===== src/rtl/regfile_sequencer_if.sv =====
// Instruction handshake and register-file bus of regfile_sequencer.
// output_Trap exists only when REGFILE_SEQUENCER_OVF_TRAP_EN is defined.
interface regfile_sequencer_if;
    logic       input_Instr_Valid;
    logic [7:0] input_Instr;
    logic       output_Instr_Ready;
    logic       output_RF_Reset;
    logic       output_RF_Read_Write;
    logic [1:0] output_RF_Read_Register1;
    logic [1:0] output_RF_Read_Register2;
    logic [1:0] output_RF_Write_Register;
    logic [7:0] output_RF_Write_Data;
    logic [7:0] input_RF_Read_Data1;
    logic [7:0] input_RF_Read_Data2;
    logic       output_Busy;
    logic       output_Done;
    logic       output_Overflow;
`ifdef REGFILE_SEQUENCER_OVF_TRAP_EN
    logic       output_Trap;
`endif

    // Instruction source together with the register file.
    modport master (
        output input_Instr_Valid, input_Instr, input_RF_Read_Data1, input_RF_Read_Data2,
        input  output_Instr_Ready, output_RF_Reset, output_RF_Read_Write,
               output_RF_Read_Register1, output_RF_Read_Register2,
               output_RF_Write_Register, output_RF_Write_Data,
               output_Busy, output_Done, output_Overflow
`ifdef REGFILE_SEQUENCER_OVF_TRAP_EN
        , input output_Trap
`endif
    );

    // The sequencer itself.
    modport slave (
        input  input_Instr_Valid, input_Instr, input_RF_Read_Data1, input_RF_Read_Data2,
        output output_Instr_Ready, output_RF_Reset, output_RF_Read_Write,
               output_RF_Read_Register1, output_RF_Read_Register2,
               output_RF_Write_Register, output_RF_Write_Data,
               output_Busy, output_Done, output_Overflow
`ifdef REGFILE_SEQUENCER_OVF_TRAP_EN
        , output output_Trap
`endif
    );
endinterface


===== src/rtl/regfile_sequencer.sv =====
// Multi-cycle control unit for a 4 x 8-bit register file: CLEAR, IDLE, READ, EXEC, WRITE.
// Define REGFILE_SEQUENCER_OVF_TRAP_EN to suppress overflowing writes and add a sticky output_Trap.
module regfile_sequencer #(
    parameter int unsigned CLEAR_CYCLES = 1
) (
    input  logic               input_Clock,
    input  logic               input_Reset,
    regfile_sequencer_if.slave bus
);
    typedef enum logic [2:0] {
        ST_CLEAR,
        ST_IDLE,
        ST_READ,
        ST_EXEC,
        ST_WRITE
    } state_t;

    localparam logic [1:0] OP_ADD = 2'b00;
    localparam logic [1:0] OP_SUB = 2'b01;
    localparam logic [1:0] OP_LI  = 2'b10;
    localparam logic [1:0] OP_AND = 2'b11;
    localparam logic [3:0] CLEAR_LAST = 4'(CLEAR_CYCLES - 1);

    state_t     state_q, state_d;
    logic [3:0] clear_cnt_q;
    logic [7:0] instr_q;
    logic [7:0] result_q;
    logic       ovf_q;
    logic       done_q;
    logic       ovf_pulse_q;
    logic       accept;
    logic       write_en;
    logic [7:0] alu_result;
    logic       alu_ovf;
    logic [7:0] op_a, op_b;

    assign op_a = bus.input_RF_Read_Data1;
    assign op_b = bus.input_RF_Read_Data2;

    always_comb begin
        // NOTE: every combinational output gets a default first so no path can infer a latch.
        alu_result = '0;
        alu_ovf    = 1'b0;
        case (instr_q[7:6])
            OP_ADD: begin
                alu_result = op_a + op_b;
                alu_ovf    = (op_a[7] == op_b[7]) && (alu_result[7] != op_a[7]);
            end
            OP_SUB: begin
                alu_result = op_a - op_b;
                alu_ovf    = (op_a[7] != op_b[7]) && (alu_result[7] != op_a[7]);
            end
            OP_AND:  alu_result = op_a & op_b;
            default: alu_result = '0;
        endcase
    end

    always_comb begin
        state_d = state_q;
        accept  = 1'b0;
        case (state_q)
            ST_CLEAR: if (clear_cnt_q == CLEAR_LAST) state_d = ST_IDLE;
            ST_IDLE: begin
                if (bus.input_Instr_Valid) begin
                    accept  = 1'b1;
                    // LI carries its operand in the instruction, so it skips the read phase.
                    state_d = (bus.input_Instr[7:6] == OP_LI) ? ST_WRITE : ST_READ;
                end
            end
            ST_READ:  state_d = ST_EXEC;
            ST_EXEC:  state_d = ST_WRITE;
            ST_WRITE: state_d = ST_IDLE;
            default:  state_d = ST_CLEAR;
        endcase
    end

    always_ff @(posedge input_Clock or negedge input_Reset) begin
        if (!input_Reset) begin
            state_q     <= ST_CLEAR;
            clear_cnt_q <= '0;
            instr_q     <= '0;
            result_q    <= '0;
            ovf_q       <= 1'b0;
            done_q      <= 1'b0;
            ovf_pulse_q <= 1'b0;
        end else begin
            // NOTE: non-blocking assignments so every register samples pre-edge values.
            state_q     <= state_d;
            done_q      <= (state_q == ST_WRITE);
            ovf_pulse_q <= (state_q == ST_WRITE) && ovf_q;
            if (state_q == ST_CLEAR) clear_cnt_q <= clear_cnt_q + 4'd1;
            if (accept) begin
                instr_q  <= bus.input_Instr;
                result_q <= {{4{bus.input_Instr[3]}}, bus.input_Instr[3:0]};
                ovf_q    <= 1'b0;
            end else if (state_q == ST_EXEC) begin
                result_q <= alu_result;
                ovf_q    <= alu_ovf;
            end
        end
    end

`ifdef REGFILE_SEQUENCER_OVF_TRAP_EN
    logic trap_q;

    always_ff @(posedge input_Clock or negedge input_Reset) begin
        if (!input_Reset) begin
            trap_q <= 1'b0;
        end else if ((state_q == ST_WRITE) && ovf_q) begin
            trap_q <= 1'b1;
        end
    end

    assign write_en         = (state_q == ST_WRITE) && !ovf_q;
    assign bus.output_Trap  = trap_q;
`else
    assign write_en         = (state_q == ST_WRITE);
`endif

    assign bus.output_Instr_Ready       = (state_q == ST_IDLE);
    assign bus.output_Busy              = (state_q != ST_IDLE);
    assign bus.output_RF_Reset          = (state_q == ST_CLEAR);
    assign bus.output_RF_Read_Write     = write_en;
    assign bus.output_RF_Read_Register1 = instr_q[5:4];
    assign bus.output_RF_Read_Register2 = instr_q[3:2];
    assign bus.output_RF_Write_Register = (instr_q[7:6] == OP_LI) ? instr_q[5:4] : instr_q[1:0];
    assign bus.output_RF_Write_Data     = result_q;
    assign bus.output_Done              = done_q;
    assign bus.output_Overflow          = ovf_pulse_q;
endmodule

===== src/flat_wrapper.sv =====
// flat-port wrapper written by rule: the top's interface ports become plain ports
module regfile_sequencer_flat 
#(
    parameter int unsigned CLEAR_CYCLES = 1
)
  (input_Clock, input_Reset, bus_input_Instr_Valid, bus_input_Instr, bus_input_RF_Read_Data1, bus_input_RF_Read_Data2, bus_output_Instr_Ready, bus_output_RF_Reset, bus_output_RF_Read_Write, bus_output_RF_Read_Register1, bus_output_RF_Read_Register2, bus_output_RF_Write_Register, bus_output_RF_Write_Data, bus_output_Busy, bus_output_Done, bus_output_Overflow);
  regfile_sequencer_if bus_i ();
  input  logic input_Clock;
  input  logic input_Reset;
  input wire logic [$bits(bus_i.input_Instr_Valid)-1:0] bus_input_Instr_Valid;
  input wire logic [$bits(bus_i.input_Instr)-1:0] bus_input_Instr;
  input wire logic [$bits(bus_i.input_RF_Read_Data1)-1:0] bus_input_RF_Read_Data1;
  input wire logic [$bits(bus_i.input_RF_Read_Data2)-1:0] bus_input_RF_Read_Data2;
  output wire logic [$bits(bus_i.output_Instr_Ready)-1:0] bus_output_Instr_Ready;
  output wire logic [$bits(bus_i.output_RF_Reset)-1:0] bus_output_RF_Reset;
  output wire logic [$bits(bus_i.output_RF_Read_Write)-1:0] bus_output_RF_Read_Write;
  output wire logic [$bits(bus_i.output_RF_Read_Register1)-1:0] bus_output_RF_Read_Register1;
  output wire logic [$bits(bus_i.output_RF_Read_Register2)-1:0] bus_output_RF_Read_Register2;
  output wire logic [$bits(bus_i.output_RF_Write_Register)-1:0] bus_output_RF_Write_Register;
  output wire logic [$bits(bus_i.output_RF_Write_Data)-1:0] bus_output_RF_Write_Data;
  output wire logic [$bits(bus_i.output_Busy)-1:0] bus_output_Busy;
  output wire logic [$bits(bus_i.output_Done)-1:0] bus_output_Done;
  output wire logic [$bits(bus_i.output_Overflow)-1:0] bus_output_Overflow;
  assign bus_i.input_Instr_Valid = bus_input_Instr_Valid;
  assign bus_i.input_Instr = bus_input_Instr;
  assign bus_i.input_RF_Read_Data1 = bus_input_RF_Read_Data1;
  assign bus_i.input_RF_Read_Data2 = bus_input_RF_Read_Data2;
  assign bus_output_Instr_Ready = bus_i.output_Instr_Ready;
  assign bus_output_RF_Reset = bus_i.output_RF_Reset;
  assign bus_output_RF_Read_Write = bus_i.output_RF_Read_Write;
  assign bus_output_RF_Read_Register1 = bus_i.output_RF_Read_Register1;
  assign bus_output_RF_Read_Register2 = bus_i.output_RF_Read_Register2;
  assign bus_output_RF_Write_Register = bus_i.output_RF_Write_Register;
  assign bus_output_RF_Write_Data = bus_i.output_RF_Write_Data;
  assign bus_output_Busy = bus_i.output_Busy;
  assign bus_output_Done = bus_i.output_Done;
  assign bus_output_Overflow = bus_i.output_Overflow;
  regfile_sequencer #(.CLEAR_CYCLES(CLEAR_CYCLES)) u_core (.input_Clock(input_Clock), .input_Reset(input_Reset), .bus(bus_i));
endmodule

===== config.mk =====
export PLATFORM = sky130hd
export DESIGN_NAME = regfile_sequencer_flat
export DESIGN_NICKNAME = d
export VERILOG_FILES = /design/src/rtl/regfile_sequencer_if.sv /design/src/rtl/regfile_sequencer.sv /design/src/flat_wrapper.sv
export SDC_FILE = /design/constraint.sdc
export NUM_CORES = 1
export LEC_CHECK = 0
export CAP_MARGIN = 20
export CORE_MARGIN = 2
export CORE_UTILIZATION = 30
export CTS_CLUSTER_SIZE = 25
export DETAILED_ROUTE_END_ITERATION = 16
export DONT_BUFFER_PORTS = 1
export GPL_TIMING_DRIVEN = 0
export PLACE_DENSITY = 0.46
export REMOVE_ABC_BUFFERS = 1
export SETUP_SLACK_MARGIN = 0.05
export SYNTH_ARGS = -nofsm -noshare
export SYNTH_HDL_FRONTEND = slang
export SYNTH_SLANG_ARGS = --single-unit

===== constraint.sdc =====
create_clock -name input_Clock -period 2.9 [get_ports input_Clock]
set_clock_uncertainty 0.05 [all_clocks]
set_input_delay 0.58 -clock input_Clock [delete_from_list [all_inputs] [get_ports input_Clock]]
set_output_delay 0.58 -clock input_Clock [all_outputs]
set_load 0.1 [all_outputs]

== After elaboration in Yosys (flattened, before gate mapping) ==
Index checks and enable logic that the tools add are counted.

* Add/subtract/negate cells: 3
* Multipliers: 0
* Divide/modulo/power cells: 0
* $lt $le $gt $ge: 0
* Equality and inequality tests: 15
* Shift-type cells: 0
* Mux-type cells: 13
* Bitwise operators: 1
* Reductions and logical operators: 8

{| class="wikitable"
|+ Operator list
! kind !! count
|-
| 8-bit case mux with 3 select lines || 1
|-
| 8-bit two-way mux || 2
|-
| 3-bit case mux with 5 select lines || 1
|-
| 3-bit two-way mux || 3
|-
| 8-bit adder || 1
|-
| 8-bit bitwise AND || 1
|-
| 8-bit subtractor || 1
|-
| 2-bit equality test (second input constant) || 3
|-
| 3-bit by 2-bit equality test with 1-bit output (second input constant) || 2
|-
| 4-bit by 1-bit adder with 4-bit output (second input constant) || 1
|-
| 4-bit logical NOT || 1
|-
| 1-bit two-way mux || 4
|-
| 3-bit by 1-bit equality test with 1-bit output (second input constant) || 1
|-
| 3-bit equality test (second input constant) || 1
|-
| 1-bit logical AND || 3
|-
| 3-bit logical NOT || 1
|-
| 1-bit inequality test || 3
|-
| 3-bit by 1-bit inequality test with 1-bit output (second input constant) || 1
|-
| 2-bit by 1-bit equality test with 1-bit output (second input constant) || 1
|-
| 2-bit logical NOT || 1
|-
| 2-bit two-way mux || 1
|-
| 2-bit by 1-bit inequality test with 1-bit output (second input constant) || 1
|-
| 2-bit inequality test (second input constant) || 1
|-
| 1-bit case mux with 2 select lines || 1
|-
| other kinds (3) || 3
|}

* Register bits after elaboration: 26
* Bits in latches: 0
* Bits in writable memories: 0
* Memory bits (read-only): 0
* Bits of input ports: 27
* Output and inout bits: 20
* Word-level logic and storage cells: 47
* Memories: 0

== Logic depth before layout (Yosys ltp) ==
* Word-level depth: 6
* Depth in mapped cells: 9

== Least setup slack after synthesis ==
Ideal clock, no wire load.

* Kind: input to output
* From: input port u_core.state_q[1]
* To: output port bus_output_Busy
* Data arrival time: 4013 ps
* Setup slack: -1743 ps
* Cell stages on the path: 4
* Buffers on the path: 1
* Path through: dfrtp_1 clkbuf_1 nor3_1 inv_1

* Longest elaborated chain between the ends: 1

{| class="wikitable"
|+ RTL lines
! what !! RTL line !! source
|-
| from (decl) || regfile_sequencer.sv:24 || <nowiki>state_t state_q, state_d;</nowiki>
|-
| 3-bit by 1-bit inequality test with 1-bit output || regfile_sequencer.sv:121 || <nowiki>assign bus.output_Busy = (state_q != ST_IDLE);</nowiki>
|-
| to (decl) || flat_wrapper.sv:21 || <nowiki>output wire logic [$bits(bus_i.output_Busy)-1:0] bus_output_Busy;</nowiki>
|}

No other way between the ends.

== Worst setup path after layout ==
* From: input port u_core.instr_q[6]
* To: output port bus_output_RF_Write_Register[0]

* Longest elaborated chain between the ends: 2

{| class="wikitable"
|+ RTL lines
! what !! RTL line !! source
|-
| from (decl) || regfile_sequencer.sv:26 || <nowiki>logic [7:0] instr_q;</nowiki>
|-
| 2-bit equality test || regfile_sequencer.sv:126 || <nowiki>assign bus.output_RF_Write_Register = (instr_q[7:6] == OP_LI) ? instr_q[5:4] : instr_q[1:0];</nowiki>
|-
| 2-bit two-way mux || regfile_sequencer.sv:126 ||
|-
| to (decl) || flat_wrapper.sv:19 || <nowiki>output wire logic [$bits(bus_i.output_RF_Write_Register)-1:0] bus_output_RF_Write_Register;</nowiki>
|}

No other way between the ends.

==> results.yml <==
outcome:
  outcome: "complete, no violations"
placed_design:
  io_buffers: 0
  dp_hpwl_um: 3610
  finalWeightedCongestion: 0.768
  dp_cells: 289
yosys:
  synth-main-ff-cell: "dfrtp_1"
  synth-edff-count: 0
  synth_cell_type_count: 49
  synth-async-reset-ratio_pct: 100
  ys_ff_latch: 26
  ys_seq_area_share_pct: 34.2
  syn_area_um2: 1900
  avgSynthCellArea_um2: 8.62
  syn_inst: 221
  yosys_warnings: 0
cts:
  clkSinkCount: 26
  cts_tree: "built"
  clk_pin_slew_ps: 100
  cts_buffers: 3
  post_cts_buffers: 0
  htree_levels: 1
  cts_root_buf: "clkbuf_8"
  clock_path_buffers: 2
  clock_latency_ps: 270
  cts-hold-fix-buffers: 1
  ctsResizeCount: 0
cells_and_area:
  stdcell_count: 294
  nFillCells: 686
  area_delta_synth_final_pct: 9.07
  drive_above_1_share_pct: 7.37
  antenna_cells: 0
  nets: 264
timing:
  final_max_slew_viol_count: 0
  rsz0062_at_grt: "no"
  slew_headroom_pct: 33.8
  finalCritPeriodShare_pct: 92.2
  post-route-min-period_ps: 2670
  hold_viol_final: 0
  setup_viol: 0
  worst_pin_slew_ps: 994
  timing.fmax_ghz: 0.374
drt:
  vias_per_cell: 5.15
  dr.pass1.iters: 4
  initialDrtViolationCount: 70
  vias: 1514
  post-route-drc-count: 0
  antenna_left: 0
  wirelength_um: 4660
  wl_per_cell_um: 15.9
global_route:
  grt_pass1_wl_um: 7600
  grt_max_degree: 27
  grt_pass1_vias: 1476
  antenna_found_initial: 0
  grt_use_total_pct: 13.5
  grt_remaining_overflow: 0
die:
  rows: 29
  ios: 47
  die_y_um: 83.7
  dieWidth_um: 83.7
  core_um2: 6240
  dieArea_um2: 7000
  start_util_pct: 30.5
job:
  max_cap_violations: 0
critical_path:
  cp.arrival_ps: 2040
  cp.required_ps: 2270
  cp-end-kind: "primary output"
  r2r_slack_ps: 540
  worstSetupStartpointType: "flip-flop"
  path_max_fanout: 25
  r2r_start: "u_core.state_q[1]"
  r2r_cells: 6
  worstSetupPathType: "flip-flop to primary output"
  rr_endpoint: "u_core.bus.output_RF_Write_Data[6]"
worst_hold_path:
  hold_path.class: "primary input to asynchronous set/reset pin"
==> area by class of cell <==
type                            count  area (um^2)  area share [%]
Clock inverter                      1         30.0            1.45
Multi-Input combinational cell    163         1130            54.2
Clock buffer                        3         41.3            1.99
Timing Repair Buffer                4         57.6            2.77
Inverter                           20         75.1            3.61
Tap cell                           77         96.3            4.64
Sequential cell                    26          651            31.3
==> through the flow <==
step           utilization, %  hold WS, ps  TNS (ps)  instance area, um^2  setup WS (ps)
5_1_grt                  33.3         51.1         0                 2080            112
6_report                 33.3         58.4         0                 2080            226
3_3_place_gp             31.1          235    -19570                 1940          -1820
4_1_cts                  33.3         62.5         0                 2080            219
2_1_floorplan               -          234    -13060                 1840          -1660
3_5_place_dp             31.8          235         0                 1990            467
==> worst max-delay path by stage <==
stage,startpoint,end,slack [ps],cells after the start
2_1_floorplan,u_core.state_q[1],bus_output_Busy,-1660,2
3_3_place_gp,u_core.state_q[1],bus_output_Busy,-1820,2
3_5_place_dp,bus_input_Instr_Valid,u_core.bus.output_RF_Write_Data[6],470,7
4_1_cts,u_core.instr_q[6],bus_output_RF_Write_Register[0],220,2
5_1_grt,u_core.instr_q[6],bus_output_RF_Write_Register[0],110,2
6_report,u_core.instr_q[6],bus_output_RF_Write_Register[0],230,2
==> cell usage after synthesis, drive strengths merged, types with 3 or more instances <==
cell,count,area (um^2)
nor3,7,35.0
o211ai,4,30.0
mux2i,3,30.0
a211oi,3,22.5
buf,6,40.0
nor2,16,60.1
nand2b,4,27.5
nand2,34,128
a21oi,9,45.0
nand3,3,15.0
xnor2,6,52.6
nor2b,3,18.8
dfrtp,26,651
a222oi,3,30.0
clkbuf,6,22.5
o31ai,3,22.5
ha,17,213
inv,20,75.1
o21ai,14,70.1
==> kinds of logic after synthesis <==
group | after synthesis | share of synthesized area, %
compound gates | 52 | 18.7
xor+xnor | 8 | 3.68
simple gates | 79 | 20.2
mux | 5 | 2.76
fa+ha+maj | 19 | 13.3
flops | 26 | 34.2
buf+inv | 32 | 7.23
==> cells in the final DEF (no fill, tap or decap), drive strengths merged, types with 6 or more instances in the layout <==
master,instances
o21ai,14
a21oi,9
nand2,34
nor2,16
xnor2,6
ha,17
inv,20
nor3,7
dfrtp,26
==> worst max-delay path: stages (launching register included) <==
cell	delay, ps
dfrtp_1	910
nor2b_1	210
mux2_2	630
==> state kept, by name (all words and copies together), names as in the netlist <==
register and count:
u_core.state_q 3, u_core.bus.output_Done 1, u_core.clear_cnt_q 4, u_core.ovf_q 1, u_core.bus.output_RF_Write_Data 8, u_core.bus.output_Overflow 1, u_core.instr_q 8
==> layer usage <==
layer / track usage, % / up-vias / routed length, um
met5: 0 / - / 0
met4: 2.64 / 0 / 30
met3: 3.46 / 2 / 313
met2: 22.8 / 36 / 2210
met1: 17.5 / 716 / 2110
li1: - / 760 / -
Power is not shown: default switching activity piles up to over one toggle a cycle in this logic, so the estimate is an artifact.
